$ cat src/rtl/ctrl_cfg_master.sv
// Configuration-bus initiator: turns table commands into spaced ctrl_in_valid pulses and collects read data.
// States: IDLE wait for command | ISSUE one bus pulse | WAIT_RD await read data | GAP inter-pulse spacing | RESP report.
module ctrl_cfg_master #(
  parameter int GAP_CYCLES = 10,
  parameter int RD_TIMEOUT = 64
) (
  input  logic         clk,
  input  logic         reset,
  input  logic         cmd_valid,
  output logic         cmd_ready,
  input  logic [1:0]   cmd_type,
  input  logic [15:0]  cmd_index,
  input  logic [159:0] cmd_entry,
  input  logic [3:0]   cmd_hash_tb,
  input  logic [31:0]  cmd_hash_data,
  output logic         ctrl_in_valid,
  output logic [1:0]   ctrl_opt,
  output logic [31:0]  ctrl_addr,
  output logic [31:0]  ctrl_data_in,
  input  logic         ctrl_out_valid,
  input  logic [31:0]  ctrl_data_out,
  output logic         rsp_valid,
  output logic [1:0]   rsp_status,
  output logic [159:0] rsp_data
);

  localparam int GW = (GAP_CYCLES > 1) ? $clog2(GAP_CYCLES) : 1;
  localparam int TW = (RD_TIMEOUT > 1) ? $clog2(RD_TIMEOUT) : 1;
  localparam logic [GW-1:0] GAP_LOAD = GW'((GAP_CYCLES > 0) ? GAP_CYCLES - 1 : 0);
  localparam logic [TW-1:0] TMO_LOAD = TW'((RD_TIMEOUT > 0) ? RD_TIMEOUT - 1 : 0);

  typedef enum logic [2:0] {
    S_IDLE,
    S_ISSUE,
    S_WAIT_RD,
    S_GAP,
    S_RESP
  } state_t;

  state_t         state_q, state_d;
  logic           ready_q;
  logic [2:0]     word_q, word_d;
  logic [GW-1:0]  gap_q, gap_d;
  logic [TW-1:0]  tmo_q, tmo_d;
  logic [1:0]     type_q, type_d;
  logic [15:0]    index_q, index_d;
  logic [159:0]   entry_q, entry_d;
  logic [3:0]     hash_tb_q, hash_tb_d;
  logic [31:0]    hash_data_q, hash_data_d;
  logic [1:0]     status_q, status_d;
  logic [159:0]   rdata_q, rdata_d;
  logic           end_txn, gap_done, advance, abort, more;

  always_ff @(posedge clk) begin
    if (reset) begin
      state_q     <= S_IDLE;
      ready_q     <= 1'b0;
      word_q      <= '0;
      gap_q       <= '0;
      tmo_q       <= '0;
      type_q      <= '0;
      index_q     <= '0;
      entry_q     <= '0;
      hash_tb_q   <= '0;
      hash_data_q <= '0;
      status_q    <= '0;
      rdata_q     <= '0;
    end else begin
      state_q     <= state_d;
      ready_q     <= (state_d == S_IDLE);
      word_q      <= word_d;
      gap_q       <= gap_d;
      tmo_q       <= tmo_d;
      type_q      <= type_d;
      index_q     <= index_d;
      entry_q     <= entry_d;
      hash_tb_q   <= hash_tb_d;
      hash_data_q <= hash_data_d;
      status_q    <= status_d;
      rdata_q     <= rdata_d;
    end
  end

  always_comb begin
    state_d     = state_q;
    word_d      = word_q;
    gap_d       = gap_q;
    tmo_d       = tmo_q;
    type_d      = type_q;
    index_d     = index_q;
    entry_d     = entry_q;
    hash_tb_d   = hash_tb_q;
    hash_data_d = hash_data_q;
    status_d    = status_q;
    rdata_d     = rdata_q;
    end_txn     = 1'b0;
    gap_done    = 1'b0;
    advance     = 1'b0;
    abort       = 1'b0;

    case (state_q)
      S_IDLE: begin
        if (cmd_valid && ready_q) begin
          type_d      = cmd_type;
          index_d     = cmd_index;
          entry_d     = cmd_entry;
          hash_tb_d   = cmd_hash_tb;
          hash_data_d = cmd_hash_data;
          rdata_d     = '0;
          status_d    = 2'd0;
          word_d      = '0;
          gap_d       = '0;
          tmo_d       = '0;
          if (cmd_type == 2'd2 && cmd_hash_tb != 4'd1 && cmd_hash_tb != 4'd2) begin
            state_d  = S_RESP;
            status_d = 2'd2;
          end else begin
            state_d = S_ISSUE;
          end
        end
      end
      S_ISSUE: begin
        if (type_q == 2'd3) begin
          state_d = S_WAIT_RD;
          tmo_d   = TMO_LOAD;
        end else begin
          end_txn = 1'b1;
        end
      end
      S_WAIT_RD: begin
        if (ctrl_out_valid) begin
          rdata_d[32*word_q +: 32] = ctrl_data_out;
          end_txn = 1'b1;
        end else if (tmo_q == '0) begin
          status_d = 2'd1;
          abort    = 1'b1;
          end_txn  = 1'b1;
        end else begin
          tmo_d = tmo_q - 1'b1;
        end
      end
      S_GAP: begin
        if (gap_q == '0) gap_done = 1'b1;
        else             gap_d = gap_q - 1'b1;
      end
      S_RESP:  state_d = S_IDLE;
      default: state_d = S_IDLE;
    endcase

    // A timeout (this cycle or recorded earlier) ends the word sequence.
    more = (type_q == 2'd0 || type_q == 2'd3) && (word_q != 3'd4) && !abort && (status_q != 2'd1);

    if (end_txn) begin
      if (GAP_CYCLES == 0) begin
        advance = 1'b1;
      end else begin
        state_d = S_GAP;
        gap_d   = GAP_LOAD;
      end
    end
    if (gap_done) advance = 1'b1;
    if (advance) begin
      if (more) begin
        state_d = S_ISSUE;
        word_d  = word_q + 1'b1;
      end else begin
        state_d = S_RESP;
      end
    end
  end

  always_comb begin
    ctrl_opt     = 2'd0;
    ctrl_addr    = 32'd0;
    ctrl_data_in = 32'd0;
    if (state_q == S_ISSUE) begin
      ctrl_addr = {8'd0, (type_q == 2'd2) ? hash_tb_q : 4'd0, index_q, 1'b0, word_q};
      case (type_q)
        2'd0: begin
          ctrl_opt     = 2'd1;
          ctrl_data_in = entry_q[32*word_q +: 32];
        end
        2'd1: ctrl_opt = 2'd0;
        2'd2: begin
          ctrl_opt     = 2'd1;
          ctrl_data_in = hash_data_q;
        end
        default: ctrl_opt = 2'd3;
      endcase
    end
  end

  assign cmd_ready     = ready_q;
  assign ctrl_in_valid = (state_q == S_ISSUE);
  assign rsp_valid     = (state_q == S_RESP);
  assign rsp_status    = status_q;
  assign rsp_data      = rdata_q;

endmodule
$ cat config.mk
export PLATFORM = sky130hd
export DESIGN_NAME = ctrl_cfg_master
export DESIGN_NICKNAME = d
export VERILOG_FILES = /design/src/rtl/ctrl_cfg_master.sv
export SDC_FILE = /design/constraint.sdc
export NUM_CORES = 1
export LEC_CHECK = 0
export CELL_PAD_IN_SITES_DETAIL_PLACEMENT = 1
export CELL_PAD_IN_SITES_GLOBAL_PLACEMENT = 2
export CORE_UTILIZATION = 29
export DETAILED_ROUTE_END_ITERATION = 12
export MAX_ROUTING_LAYER = met4
export PLACE_DENSITY_LB_ADDON = 0.1
export SETUP_SLACK_MARGIN = 0.2
export SYNTH_ARGS = -nofsm -noshare
export SYNTH_HDL_FRONTEND = slang
export SYNTH_SLANG_ARGS = --single-unit
$ cat constraint.sdc
create_clock -name clk -period 8 [get_ports clk]
set_input_delay 2.4 -clock clk [delete_from_list [all_inputs] [get_ports clk]]
set_output_delay 2.4 -clock clk [all_outputs]
set_load 0.02 [all_outputs]
# [After elaboration in Yosys (flattened, before gate mapping)]
# Cells that the tools add are included.
[classes] muxes=44 n_reduce_logical=26 add_sub_neg=4 shifts=3 n_eq_ne=21
[ops] op="2-to-1 mux 160 bit" n=2
[ops] op="one-hot mux 160 bit (2 select lines)" n=1
[ops] op="bitwise mux 160 bit" n=1
[ops] op="variable shift 32 x 34 -> 160 bit (first input constant)" n=1
[ops] op="variable part select 160 x 9 -> 32 bit" n=1
[ops] op="variable part select 32 x 34 -> 160 bit" n=1
[ops] op="one-hot mux 32 bit (2 select lines)" n=1
[ops] op="negation 8 -> 34 bit" n=1
[ops] op="2-to-1 mux 32 bit" n=1
[ops] op="2-to-1 mux 3 bit" n=10
[ops] op="2-to-1 mux 24 bit" n=1
[ops] op="2-to-1 mux 6 bit" n=4
[ops] op="one-hot mux 6 bit (3 select lines)" n=1
[ops] op="2-to-1 mux 4 bit" n=4
[ops] op="!= test 2 bit (second input constant)" n=6
[ops] op="2-to-1 mux 2 bit" n=5
[ops] op="!= test 3 bit (second input constant)" n=3
[ops] op="one-hot mux 3 bit (3 select lines)" n=1
[ops] op="AND reduction 3 bit" n=3
[ops] op="2-to-1 mux 1 bit" n=8
[ops] op="one-hot mux 2 bit (2 select lines)" n=2
[ops] op="one-hot mux 4 bit (2 select lines)" n=1
[ops] op="equality test 2 bit (second input constant)" n=3
[ops] op="equality test 3 x 2 -> 1 bit (second input constant)" n=2
[ops] op="23 further kinds" n=34
[totals] out_inout_bits=231 reg_bits=393 input_bits=250

# [Depth between registers and ports, before layout]
[logic_depth] word_depth=10 ltp_mapped=11

# [Worst setup path before layout]
# No wires, ideal clock.
[synth_path] path_type="register to output" from="reg word_q[0]" to="out ctrl_data_in[22]" t_arrival_ps=1777 path_stages_with_launch=8 slack_ps=3823 n_path_buf=3 cell_sequence="dfxtp_1 buf_2 nor2b_1 clkbuf_1 clkbuf_1 o2bb2ai_1 o21ai_0 o21ai_0"
[synth_between] elab_chain_len=3
[synth_rtl] element="start, declared" line="42" text="logic [2:0] word_q, word_d;"
[synth_rtl] element="start signal, assigned" line="71" text="word_q <= word_d;"
[synth_rtl] element="variable part select 160 x 9 -> 32 bit" line="181" text="ctrl_data_in = entry_q[32*word_q +: 32];"
[synth_rtl] element="one-hot mux 32 bit (2 select lines)" line="178" text="case (type_q)"
[synth_rtl] element="2-to-1 mux 32 bit" line="176" text="if (state_q == S_ISSUE) begin"
[synth_rtl] element="end, declared" line="19" text="output logic [31:0] ctrl_data_in,"
# Every way passes these cells.

# [Worst setup path in the final report]
[layout_path] from="reg state_q[0]" to="out ctrl_data_in[17]"
[layout_between] elab_chain_len=2
[layout_rtl] element="start, declared" line="40" text="state_t state_q, state_d;"
[layout_rtl] element="start signal, assigned" line="69" text="state_q <= state_d;"
[layout_rtl] element="equality test 3 x 1 -> 1 bit" line="176"
[layout_rtl] element="2-to-1 mux 32 bit" line="176"
# Every way passes these cells.

==> flow_metrics.py <==
metrics = {
    "clocking": {
        "cts_hold_buffers": 0,
        "clk_latency_ns": 0.59,
        "ctsResizeCount": 0,
        "cts_tree": "built",
        "clk_pin_slew_ns": 0.06,
        "clockBufferDepth": 3,
        "cts_setup_buffers": 0,
        "root_buffer": "clkbuf_16",
        "cts_htree_levels": 2,
        "cts_made_buffers": 48,
        "cts_sinks": 393,
    },
    "timing": {
        "relSlewSlack_pct": 11.7,
        "period_share_pct": 82.2,
        "max_freq_mhz": 152,
        "skew_ns": 0.0160,
        "period_minus_slack_ns": 6.57,
        "rsz0062_at_grt": "false",
        "timing.final.hold_violations": 0,
        "tns_ns": 0,
        "slew_violations": 0,
        "finalSetupViolCount": 0,
        "tightest_slew_ns": 1.32,
        "setup_slack_ns": 1.43,
    },
    "setup_path": {
        "cp.required_ns": 5.60,
        "arrival_ns": 4.17,
        "crit_path_start": "state_q[0]",
        "cp-start-kind": "flop",
        "endpoint_kind": "primary output",
        "crit_slowest_cell": "and2_2",
        "cp_common_cell": "inv_1",
        "r2r-start": "word_q[0]",
        "path_max_fanout": 32,
        "worst_path_largest_cell_delay_ns": 0.79,
        "crit_chain": "inv_1, or3_1, inv_1, and2_2, nand2_1, o21ai_0, clkdlybuf4s50_1",
        "critPathKind": "flop to primary output",
    },
    "power": {
        "p_int_w": 0.00385,
        "power_switching_w": 0.00191,
        "finalPower_w": 0.00576,
        "max-vdd-ir-drop_mv": 0.184,
        "p_leak_nw": 7.39,
        "comb_power_share_pct": 23.6,
        "p_per_area_nw_per_um2": 247,
        "seqPwrFrac_pct": 39.1,
        "clockPowerShare_pct": 37.3,
        "switching_share_pct": 33.2,
    },
    "floorplan": {
        "start_util_pct": 29.4,
        "rows": 87,
        "die-area_um2": 58400,
        "die_y_um": 242,
        "die_w_um": 242,
        "core_um2": 56600,
        "io_pins": 481,
    },
    "cells_and_area": {
        "fin_cells": 3282,
        "layout-drive-gt1-share_pct": 4.79,
        "fill_cells": 6688,
        "syn2layout_area_growth_pct": 39.9,
        "nNetsFinal": 2730,
    },
    "global_routing": {
        "track_usage_pct": 23.4,
        "grt_pass1_vias": 16800,
        "grt_max_degree": 217,
        "antenna_found_initial": 21,
        "grt_pass1_wl_mm": 104,
        "gr-total-overflow": 0,
    },
    "logic_synthesis": {
        "synth_top_cell_area_share_pct": 47.2,
        "synth.distinct_cells": 63,
        "synth-seq-cells": 393,
        "async_flop_share_pct": 0,
        "synth.yosys.seq_area_share_pct": 47.2,
        "synth.largest_area_cell": "dfxtp_1",
        "synth-edff-count": 0,
        "synthFlopType": "dfxtp_1",
        "syn_area_per_cell_um2": 7.86,
        "syn_area_um2": 16700,
        "yosysWarnings": 0,
        "netlist_instances": 2119,
        "synthTopCellsByArea": "dfxtp_1 (47%), nand2_1 (13%), a21oi_1 (9.6%), mux2i_1 (5.8%), o21ai_0 (5.5%)",
    },
    "placement": {
        "gp_congestion": 0.781,
        "dp_hpwl_mm": 46.9,
        "place_inst": 3175,
        "pre_cts_ws_ns": 2.01,
        "io_buffers": 471,
    },
    "drt": {
        "detail-route-antenna-nets": 0,
        "drc": 0,
        "dr.pass1.iters": 4,
        "viasPerCell": 4.99,
        "routed_wl_mm": 68.7,
        "wl_per_cell_um": 20.9,
        "vias": 16400,
        "first_iter_violations": 785,
    },
    "worst_hold_path": {
        "hp-start": "index_q[11]",
        "holdCritPathClass": "flop to flop",
    },
    "run_status": {
        "status": "complete, no violations",
    },
    "job": {
        "maxCapViolations": 0,
    },
}
-- kinds of logic after synthesis --
group	share of synthesized area, %
adders and majority gates	0.826
and+or+nand+nor	21.0
muxes	5.84
other	0.0225
DFF	47.2
buffers and inverters	5.84
xor gates and xnor gates	0.0526
AOI/OAI and AO/OA	19.2
-- sequential cells by signal, indices dropped and copies added (netlist names) --
name,cells
word_q,3
gap_q,4
rsp_status,2
rsp_data,160
hash_tb_q,4
index_q,16
cmd_ready,1
state_q,3
entry_q,160
hash_data_q,32
tmo_q,6
type_q,2
-- layout make-up --
type	count	area, um2	area share (%)
sequential	393	7880	33.8
timing repair buffer	491	4890	21.0
clock inverter	10	90.1	0.387
inverter	16	60.1	0.258
tap	756	946	4.06
clock buffer	75	1450	6.24
multi-input combinational	1519	7930	34.0
antenna	22	55.1	0.236
-- worst paths after layout --
path	slack, ns	cells after the start	endpoint
setup / recovery	1.43	7	ctrl_data_in[17]
hold / removal	0.45	2	index_q[11]
setup reg to reg	4.45	8	rsp_data[126]
hold reg to reg	0.45	2	index_q[11]
-- power groups by stage --
stage / logic [W] / registers [W] / clock network, W
floorplan: 0.000886 / 0.00224 / 0
global placement: 0.00135 / 0.00229 / 0
detailed placement: 0.00137 / 0.00229 / 0
CTS: 0.00137 / 0.00225 / 0.00222
global route: 0.00148 / 0.00227 / 0.00230
finish: 0.00136 / 0.00225 / 0.00215
-- stage by stage --
stage | hold slack, ns | util [%] | cell area (um2)
after CTS | 0.454 | 41.1 | 23200
after detailed placement | 0.446 | 38.3 | 21700
final | 0.451 | 41.2 | 23300
after floorplan | 0.432 | - | 16700
after global routing | 0.466 | 41.2 | 23300
after global placement | 0.438 | 38.3 | 21700
-- metal layers --
layer / global-route usage, % / vias to the layer above / wire [um]
li1: - / 7942 / -
met1: 27.1 / 7997 / 29000
met2: 40.5 / 358 / 34500
met3: 5.86 / 68 / 4070
met4: 5.08 / 0 / 1110
met5: - / - / 0
-- cell usage after synthesis, types with 3 or more instances --
master	count
buf_1	8
o21ai_0	183
nor2b_1	3
o311a_1	3
a21oi_1	320
buf_4	11
ha_1	11
o31ai_1	3
a21o_1	3
nand3_1	99
a31oi_1	5
inv_1	15
nand3b_1	3
nand2_1	598
and2_1	21
mux2i_1	96
o21ai_1	15
nand2b_1	7
clkbuf_1	115
dfxtp_1	393
nor2_1	13
nand4_1	37
a211oi_1	4
and3_1	6
o2bb2ai_1	32
nor4_1	3
nor3_1	7
buf_2	58
buf_6	7
-- cell usage in the layout (no fill, tap or decap), types with 18 or more instances in the layout --
master,netlist,routed
and2_1,21,20
mux2i_1,96,96
dfxtp_1,393,390
nand2_1,598,598
clkbuf_16,0,49
a21oi_1,320,319
buf_4,11,18
nand4_1,37,37
clkdlybuf4s50_1,0,470
diode_2,0,22
o2bb2ai_1,32,32
o21ai_0,183,183
nand3_1,99,99
-- critical path, delay by kind of cell, from the launching register on --
kind / cells / cell delay, ns
and+or+nand+nor: 3 / 1.39
DFF: 1 / 0.61
AOI/OAI and AO/OA: 1 / 0.12
buffers and inverters: 3 / 1.42
(Power assumes the default switching activity.)
==> RTL change, RTL diff (config.mk and constraints unchanged) <==
Put one more register stage on the output `rsp_status`, cleared by the reset. The value now appears one clock later. The other outputs are not delayed to match.
--- a/src/rtl/ctrl_cfg_master.sv
+++ b/src/rtl/ctrl_cfg_master.sv
@@ -194,5 +194,11 @@
   assign ctrl_in_valid = (state_q == S_ISSUE);
   assign rsp_valid     = (state_q == S_RESP);
-  assign rsp_status    = status_q;
+  always_ff @(posedge clk) begin
+    if (reset) begin
+      rsp_status <= '0;
+    end else begin
+      rsp_status <= status_q;
+    end
+  end
   assign rsp_data      = rdata_q;
 
Formal check against the unedited RTL: not equivalent (Yosys sat finds a counterexample within 4 cycles, from zero or initial values and one cycle with reset high).
==> RTL change against the unedited design <==
Sequential cell count up 2; largest power group is now clock; worst setup slack improved by 120 ps; cell area is 0.71% higher; power rose by 0.92%; wire length decreased by 0.74%; synthesized area grew 0.13%; register-to-register slack got worse by 920 ps; critical endpoint is now ctrl_data_in[1]; count of clock-buffer cells in the layout fell by 6.
==> RTL change: results (changes against the unedited design) <==
stage	metric	value	unit	change
cells_and_area	Final #Nets	2655		-2.7%
status	status	complete, no violations		
placed_design	Placed Cells incl. Taps	3099		-2.4%
global_routing	first-pass GRT wire length	103000	um	-0.36%
placed_design	RD Place Congestion	0.801		+2.5%
global_routing	All-Layer GR Usage	0.234		-0.000333
routing	drt total wl	68200	um	-0.74%
sta	Worst Skew	18.5	ps	+2.49 ps
sta	Hold Slack	452	ps	+1.04 ps
power	Sw Share	0.321		-0.0107
synthesis	Post-synth top cells	nand2_1, dfxtp_1, a21oi_1, nand3_1, clkbuf_1		
synthesis	Synth Area in Adders	0.00975		+0.00149
synthesis	register area share after synthesis	0.474		+0.00180
critical_path	CP max stage delay	640	ps	-150 ps
clock_network	Num CTS Buffers	47		-2.1%
synthesis	Mapped Avg Cell Area	8.18	um^2	+4.0%
placed_design	pre-CTS setup slack	2150	ps	+138 ps
cells_and_area	final instance area	23500	um^2	+0.71%
cells_and_area	post-route insts no fill	3207		-2.3%
sta	Setup WS post-layout	1550	ps	+124 ps
placed_design	placed inst area	21800	um^2	+0.22%
power	peak supply drop	0.155	mV	-15%
synthesis	Compound-Gate Fraction of Synth Area	0.184		-0.00865
synthesis	Yosys cell types	69		+9.5%
sta	Worst slew margin	0.166		+0.0488
cells_and_area	share of post-route cells with drive strength above 1	0.0663		+0.0184
routing	number of DRC markers in iteration 0	763		-2.8%
synthesis	top cells by area, synth	dfxtp_1, nand2_1, a21oi_1		
routing	routed vias/inst	5.07		+1.7%
synthesis	multiplexer share of the synthesized area	0.0445		-0.0139
critical_path	largest fanout on the critical path	52		+63%
placed_design	post-DP HPWL	46000	um	-1.8%
cells_and_area	Fillers	6601		-1.3%
global_routing	largest net degree at the start of global routing	221		+1.8%
[RTL change: final timing paths]
kind | start | end | cells past startpoint
worst max-delay path | state_q[2] | ctrl_data_in[1] | 7
worst min-delay path | index_q[3] | index_q[3] | 2
worst max register to register | word_q[0] | rsp_data[132] | 8
worst min register to register | index_q[3] | index_q[3] | 2
[RTL change: layout make-up]
class                      count  share of cell area
antenna                       22             0.00235
clock buffer                  69              0.0615
clock inverter                17             0.00933
inverter                      17             0.00272
multi-input combinational   1439               0.338
sequential                   395               0.337
tap                          756              0.0403
timing repair buffer         492               0.209
[RTL change: routing by layer]
layer	wire, um	track usage	vias to the layer above
li1	-	-	7767
met1	28600	0.270	7997
met4	1930	0.0750	0
met2	32900	0.388	399
met5	0	-	-
met3	4680	0.0675	101
[RTL change: power by group through the flow]
stage               Clock [uW]  Combinational (uW)  Sequential (uW)
floorplan                    0                 846             2220
global placement             0                1280             2270
detailed placement           0                1300             2270
CTS                       2350                1310             2230
global route              2440                1410             2250
finish                    2290                1290             2230
